**config.mk**
```make
export PLATFORM = sky130hd
export DESIGN_NAME = tick_sched_flat
export DESIGN_NICKNAME = d
export VERILOG_FILES = /design/src/rtl/tick_sched_if.sv /design/src/rtl/tick_sched.sv /design/src/flat_wrapper.sv
export SDC_FILE = /design/constraint.sdc
export NUM_CORES = 1
export LEC_CHECK = 0
export CAP_MARGIN = 15
export CORE_UTILIZATION = 57
export DETAILED_ROUTE_END_ITERATION = 12
export GPL_TIMING_DRIVEN = 0
export PLACE_DENSITY = 0.74
export SYNTH_ARGS = -nofsm -noshare
export SYNTH_HDL_FRONTEND = slang
export SYNTH_SLANG_ARGS = --single-unit
```
**constraint.sdc**
```tcl
create_clock -name clk -period 3.4 [get_ports clk]
set_input_delay 0.34 -clock clk [delete_from_list [all_inputs] [get_ports clk]]
set_output_delay 0.34 -clock clk [all_outputs]
set_load 0.03 [all_outputs]
```
**src/rtl/tick_sched_if.sv**
```systemverilog
// Configuration/status bundle for tick_sched: one valid/ready write port plus per-channel tick and busy.
interface tick_sched_if #(
  parameter int NCH = 4,
  parameter int CW  = 16,
  parameter int IW  = 2
);
  logic           cfg_valid;
  logic           cfg_ready;
  logic [IW-1:0]  cfg_ch;
  logic [CW-1:0]  cfg_period;
  logic           cfg_en;
  logic           cfg_oneshot;
  logic           cfg_err;
  logic [NCH-1:0] tick;
  logic [NCH-1:0] busy;

  modport master (
    output cfg_valid, cfg_ch, cfg_period, cfg_en, cfg_oneshot,
    input  cfg_ready, cfg_err, tick, busy
  );

  modport slave (
    input  cfg_valid, cfg_ch, cfg_period, cfg_en, cfg_oneshot,
    output cfg_ready, cfg_err, tick, busy
  );
endinterface

```
**src/rtl/tick_sched.sv**
```systemverilog
// Multi-channel tick scheduler: each channel emits a one-cycle clock-enable pulse every P cycles.
// Period changes are shadowed and take effect at the next reload so no period is ever truncated.
module tick_sched #(
  parameter int NCH = 4,
  parameter int CW  = 16,
  parameter int IW  = 2
) (
  input logic         clk,
  input logic         reset,
  tick_sched_if.slave bus
);
  localparam logic [0:0] ST_IDLE = 1'b0;
  localparam logic [0:0] ST_RUN  = 1'b1;

  logic [NCH-1:0] state;
  logic [CW-1:0]  cnt [NCH];
  logic [CW-1:0]  act [NCH];
  logic [CW-1:0]  shd [NCH];
  logic [NCH-1:0] pend;
  logic [NCH-1:0] os;
  logic [NCH-1:0] tick_q;
  logic           ready_q;
  logic           err_q;

  logic           accept;
  logic           bad;
  logic           wr_ok;
  logic [NCH-1:0] sel;
  logic [CW-1:0]  p_m1;

  // NOTE: every signal gets a default at the top of always_comb so no path leaves it unassigned (no latch).
  always_comb begin
    sel    = '0;
    accept = bus.cfg_valid & ready_q;
    bad    = (bus.cfg_en && (bus.cfg_period == '0)) || (int'(bus.cfg_ch) >= NCH);
    wr_ok  = accept & ~bad;
    p_m1   = bus.cfg_period - 1'b1;
    for (int i = 0; i < NCH; i++) begin
      sel[i] = wr_ok && (int'(bus.cfg_ch) == i);
    end
  end

  // NOTE: sequential state uses non-blocking assignments only, so every channel sees pre-edge values.
  always_ff @(posedge clk) begin
    if (reset) begin
      ready_q <= 1'b0;
      err_q   <= 1'b0;
      state   <= '0;
      pend    <= '0;
      os      <= '0;
      tick_q  <= '0;
      // NOTE: the small per-channel register arrays are flops, not RAM, so they can and do take reset.
      for (int i = 0; i < NCH; i++) begin
        cnt[i] <= '0;
        act[i] <= '0;
        shd[i] <= '0;
      end
    end else begin
      ready_q <= 1'b1;
      err_q   <= accept & bad;
      for (int i = 0; i < NCH; i++) begin
        tick_q[i] <= 1'b0;
        if (sel[i] && !bus.cfg_en) begin
          // A stop wins over any reload due on this edge.
          state[i] <= ST_IDLE;
          cnt[i]   <= '0;
          pend[i]  <= 1'b0;
          os[i]    <= 1'b0;
        end else if (state[i] == ST_IDLE) begin
          if (sel[i]) begin
            state[i] <= ST_RUN;
            act[i]   <= bus.cfg_period;
            cnt[i]   <= p_m1;
            os[i]    <= bus.cfg_oneshot;
            pend[i]  <= 1'b0;
          end
        end else if (cnt[i] == '0) begin
          tick_q[i] <= 1'b1;
          if (sel[i]) begin
            // A write landing on the reload edge is used directly, never shadowed.
            act[i]  <= bus.cfg_period;
            cnt[i]  <= p_m1;
            os[i]   <= bus.cfg_oneshot;
            pend[i] <= 1'b0;
          end else if (os[i]) begin
            state[i] <= ST_IDLE;
            pend[i]  <= 1'b0;
          end else if (pend[i]) begin
            act[i]  <= shd[i];
            cnt[i]  <= shd[i] - 1'b1;
            pend[i] <= 1'b0;
          end else begin
            cnt[i] <= act[i] - 1'b1;
          end
        end else begin
          cnt[i] <= cnt[i] - 1'b1;
          if (sel[i]) begin
            shd[i]  <= bus.cfg_period;
            pend[i] <= 1'b1;
            os[i]   <= bus.cfg_oneshot;
          end
        end
      end
    end
  end

  assign bus.cfg_ready = ready_q;
  assign bus.cfg_err   = err_q;
  assign bus.tick      = tick_q;
  assign bus.busy      = state;
endmodule

```
**src/flat_wrapper.sv**
```systemverilog
// flat-port wrapper written by rule: the top's interface ports become plain ports
module tick_sched_flat 
#(
  parameter int NCH = 4,
  parameter int CW  = 16,
  parameter int IW  = 2
)
  (clk, reset, bus_cfg_valid, bus_cfg_ch, bus_cfg_period, bus_cfg_en, bus_cfg_oneshot, bus_cfg_ready, bus_cfg_err, bus_tick, bus_busy);
  tick_sched_if #(.NCH(NCH), .CW(CW), .IW(IW)) bus_i ();
  input logic clk;
  input logic reset;
  input wire logic [$bits(bus_i.cfg_valid)-1:0] bus_cfg_valid;
  input wire logic [$bits(bus_i.cfg_ch)-1:0] bus_cfg_ch;
  input wire logic [$bits(bus_i.cfg_period)-1:0] bus_cfg_period;
  input wire logic [$bits(bus_i.cfg_en)-1:0] bus_cfg_en;
  input wire logic [$bits(bus_i.cfg_oneshot)-1:0] bus_cfg_oneshot;
  output wire logic [$bits(bus_i.cfg_ready)-1:0] bus_cfg_ready;
  output wire logic [$bits(bus_i.cfg_err)-1:0] bus_cfg_err;
  output wire logic [$bits(bus_i.tick)-1:0] bus_tick;
  output wire logic [$bits(bus_i.busy)-1:0] bus_busy;
  assign bus_i.cfg_valid = bus_cfg_valid;
  assign bus_i.cfg_ch = bus_cfg_ch;
  assign bus_i.cfg_period = bus_cfg_period;
  assign bus_i.cfg_en = bus_cfg_en;
  assign bus_i.cfg_oneshot = bus_cfg_oneshot;
  assign bus_cfg_ready = bus_i.cfg_ready;
  assign bus_cfg_err = bus_i.cfg_err;
  assign bus_tick = bus_i.tick;
  assign bus_busy = bus_i.busy;
  tick_sched #(.NCH(NCH), .CW(CW), .IW(IW)) u_core (.clk(clk), .reset(reset), .bus(bus_i));
endmodule
```
==> Word level (Yosys, flattened, before mapping) <==
Memory sizes are Yosys's and may differ from the RTL's.
Index checks and enable logic that the tools add are counted.
{ "totals": {"mem_bits_ro": 0, "input_bits": 23, "regBits": 18, "word_cells": 356, "memories": 3, "ram_bits": 192, "latch_bits": 0} }
{ "mem_list": {"columns": ["memory", "words", "width", "read_ports", "rd_ports_with_merged_regs", "wr", "line", "source"], "rows": [
  ["u_core.act", 4, 16, 4, 0, 4, "tick_sched.sv:17", "logic [CW-1:0] act [NCH];"],
  ["u_core.cnt", 4, 16, 4, 0, 4, "tick_sched.sv:16", "logic [CW-1:0] cnt [NCH];"],
  ["u_core.shd", 4, 16, 4, 0, 4, "tick_sched.sv:18", "logic [CW-1:0] shd [NCH];"]
]} }
{ "op_classes": {"n_mul": 0, "mux": 235, "magnitude_cmp": 0, "eq_ne": 3, "div_mod_pow": 0, "n_bitwise": 48, "shift": 0, "reduce_logical": 36, "addsub": 13} }
{ "op_table": {"columns": ["cell", "n"], "rows": [
  ["2-to-1 mux 16 bit", 40],
  ["subtractor 16 x 1 -> 16 bit (second input constant)", 13],
  ["2-to-1 mux 1 bit", 195],
  ["logical NOT 16 bit", 5],
  ["bitwise OR 1 bit", 40],
  ["nonzero test 2 bit", 8],
  ["OR reduction 3 bit", 4],
  ["logical AND 1 bit", 9],
  ["AND reduction 2 bit", 4],
  ["OR reduction 2 bit", 4],
  ["inverter 1 bit", 5],
  ["equality test 2 bit (second input constant)", 2],
  ["AND 1 bit", 3],
  ["equality test 2 x 1 -> 1 bit (second input constant)", 1],
  ["logical NOT 2 bit", 1],
  ["logical NOT 1 bit", 1]
]} }

==> Longest topological paths before layout <==
{ "depth": {"word_depth": 15, "mapped_depth": 11, "ltp_nobuf": 8} }

==> Worst setup path before layout <==
No wires, ideal clock.
{ "synth_path": {"path_kind": "input port to flip-flop", "startpoint": "input bus_cfg_period[0]", "endpoint": "memory u_core.shd[2][0], enable pin", "cell_stages": 9, "n_path_buf": 2, "arrival_ns": 2.997, "setup_ns": 0.411, "slack_ns": -0.008, "path_cell_list": "clkinv_1 -> ha_1 -> and2_1 -> and4_1 -> buf_2 -> a21oi_1 -> clkbuf_1 -> nand2_1 -> o21ai_0"} }
{ "synth_rtl": {"columns": ["element", "line", "source"], "rows": [
  ["start, declared", "flat_wrapper.sv:14", "input wire logic [$bits(bus_i.cfg_period)-1:0] bus_cfg_period;"],
  ["end, declared", "tick_sched.sv:18", null]
]} }

==> out/results.ini <==
[routing]
via_per_inst = 6.55
avgRoutedWirePerCell_um = 22.6
dr.first_iter.drc_count = 1473
route.vias.total = 11637
drcViolationCount = 0
drtAntennaViolNets = 0
first_pass_iters = 6
wirelength_um = 40100

[placed_design]
dpl_cell_area_sq_um = 14300
dp_hpwl_um = 29200
port-buffer-count = 30
place.gp.congestion = 0.933
place_ws_ns = -1.02

[floorplan]
coreArea_sq_um = 23400
initial_core_util_pct = 58.0
die_h_um = 156
dieArea_sq_um = 24400
pin_count = 33
fp.dieW_um = 156
core.rowCount = 56

[global_routing]
use_met3_pct = 4.40
antenna_found_initial = 1
grt-ovfl-total = 0
grt_max_degree = 17
grt.total_usage_pct = 32.8
grt_pass1_vias = 10756
grt_use_met1_pct = 44.5
met2_usage_pct = 53.0
grt-busiest-layer = met2
grt_first_pass_wirelength_um = 60600

[cts]
htreeDepth = 1
cts.sinks = 210
cts_root_buffer = clkbuf_16
hold_buffers = 0
cts_tree = done
numCtsBuffers = 24
clock_path_buffers = 3
worstSkewPairLatency_ns = 0.54
clk_pin_slew_ns = 0.06

[synthesis]
syn_area_per_cell_sq_um = 9.85
yosys.cell_types.count = 79
async_flop_share_pct = 0
synth_edf_count = 192
ys_seq_elements = 210
synth_top_family_by_area = simple AND/OR/NAND/NOR gates
synth_compound_area_share_pct = 16.5
synth-adder-area-share_pct = 1.29
yosys.area_share.simple_pct = 22.9
yosys_warnings = 0
seq_area_frac_synth_pct = 45.1
synth-xor-area-share_pct = 10.1
synthMuxAreaShare_pct = 0.369
synthCells = 1378
syn_area_sq_um = 13600
syn_nets = 1415
ys.flop_type = edfxtp_1

[worst_setup_path]
rr_endpoint = u_core.cnt[1][6]$_SDFFCE_PN0P_
path_class = in2reg
required_ns = 3.77
worst-r2r-cell-count = 9
worst-r2r-setup-slack_ns = 0.13
crit_path_start_kind = input pin
arrival_ns = 3.82
end_kind = flip-flop
cp_max_fo = 10
reg2reg_from = u_core.cnt[1][0]$_SDFFCE_PN0P_

[power_and_ir_drop]
ir_worst_vdd_v = 0.000400
p_leak_nw = 5.09
pwr_density_cell_nw_per_um2 = 415

[sta]
worst_pin_slew_ns = 1.13
hold_violations = 0
rsz0062_at_grt = true
fin_skew_ns = 0.0211
final_max_slew_viol_count = 0
timing.final.crit_share_pct = 102
fmax_ghz = 0.290
setup_slack_ns = -0.0527
slew_headroom_pct = 23.9
period_needed_ns = 3.45
final-setup-viol-count = 3

[cells_and_area]
nets = 1476
drive_gt1_share_pct = 7.89
area_delta_synth_final_pct = 12.3
layout_common_cells = edfxtp_1, nand2_1, nor2_1
final_cell_area_sq_um = 15200
final_common_cell = edfxtp_1
antenna-diode-count = 0

[flow_run]
maxCapViolCount = 0

[run_status]
violations = setup timing
status = finished, violations left

[worst_hold_path]
hp-start = u_core.os[1]$_SDFFE_PP0P_
whs_path_depth = 2
whs_endpoint = u_core.os[1]$_SDFFE_PP0P_
hp-class = reg2reg

## cells in the mapped netlist (all sizes together), types with 10 or more instances
cell / n / area (sq um)
buf: 13 / 66.3
o21ai: 41 / 205
edfxtp: 192 / 5770
dfxtp: 18 / 360
a22oi: 34 / 255
o211ai: 12 / 90.1
a22o: 60 / 527
nor4: 68 / 489
nor3b: 13 / 103
and2: 60 / 375
ha: 14 / 175
nand2: 112 / 420
a21o: 10 / 75.1
a221oi: 21 / 190
xor2: 77 / 674
a21oi: 65 / 329
clkbuf: 65 / 264
or4: 30 / 234
nor3: 64 / 347
nor2: 90 / 340
xnor2: 79 / 692
nand3: 34 / 170
inv: 36 / 135
o22ai: 22 / 138
or3: 29 / 185
a211oi: 10 / 75.1
## final cells by class
type | count | area, sq um
Buffer | 81 | 369
Clock buffer | 28 | 637
Clock inverter | 16 | 176
Fill cell | 1967 | 8160
Inverter | 38 | 148
Multi-Input combinational cell | 1049 | 7050
Sequential cell | 210 | 6130
Tap cell | 319 | 399
Timing Repair Buffer | 35 | 340
## how the worst max path moves through the flow
stage	start	end	slack, ns	cells past startpoint
floorplan	u_core.cnt[3][2]$_DFFE_PP_	u_core.act[3][0]$_DFFE_PP_	0.26	8
finish	bus_cfg_period[6]	u_core.cnt[0][8]$_SDFFCE_PN0P_	-0.05	8
detailed placement	bus_cfg_period[0]	u_core.act[3][9]$_DFFE_PP_	-1.02	11
CTS	bus_cfg_period[6]	u_core.cnt[2][12]$_SDFFCE_PN0P_	0.002	8
global route	bus_cfg_period[3]	u_core.act[3][9]$_DFFE_PP_	-0.08	9
global placement	bus_cfg_period[0]	u_core.act[3][9]$_DFFE_PP_	-1.39	10
## metal layers
| metal | part of all wire (%) | wire length [um] |
|---|---|---|
| met5 | 0 | 0 |
| met4 | 3.9 | 1560 |
| met3 | 9.2 | 3680 |
| met2 | 46 | 18400 |
| met1 | 41 | 16500 |
## cell families (layout without fill, tap and decap cells)
group / Yosys count / count (layout)
fa+ha+maj: 14 / 14
xor+xnor: 156 / 156
compound gates: 319 / 319
simple gates: 555 / 555
flops: 210 / 210
buf+inv: 119 / 198
mux: 5 / 5
## per-stage QoR
stage | TNS, ns | power [mW] | util (%) | hold slack, ns | instances
floorplan | 0 | 3.42 | - | 0.450 | 1378
detailed placement | -189.74 | 3.65 | 61.1 | 0.466 | 1729
global placement | -213.60 | 3.64 | 61.0 | 0.463 | 1727
CTS | 0 | 6.31 | 64.8 | 0.474 | 1774
global route | -0.984 | 6.47 | 65.1 | 0.495 | 1776
finish | -0.108 | 6.33 | 65.1 | 0.477 | 1776
## worst max-delay path, stage by stage
cell and delay, ns:
clkdlybuf4s50_1 0.44, clkbuf_1 0.43, or4_1 0.76, or2_2 0.42
nor2_1 0.13, xor2_1 0.82, a22oi_1 0.25, o22ai_1 0.22
## sequential cells by signal, summed over array words and instances (netlist names)
register              flops
u_core.bus.cfg_ready      1
u_core.act               64
u_core.os                 4
u_core.shd               64
u_core.bus.tick           4
u_core.pend               4
u_core.cnt               64
u_core.bus.busy           4
u_core.bus.cfg_err        1
## repair_timing
| item | in CTS | in global routing |
|---|---|---|
| endpoints found under the hold margin | 0 | 0 |
| buffers inserted | 1 | 2 |
| pin swaps | 1 | 1 |
| setup endpoints to repair | 189 | 189 |
| gates resized for setup | 12 | 16 |
## power by group
part | switching [mW] | leakage, nW | total, mW | internal [mW]
clock | 1.06 | 0.400 | 2.70 | 1.64
combinational | 0.394 | 2.56 | 0.591 | 0.196
sequential | 0.115 | 2.13 | 3.04 | 2.93
(Power assumes the default switching activity.)
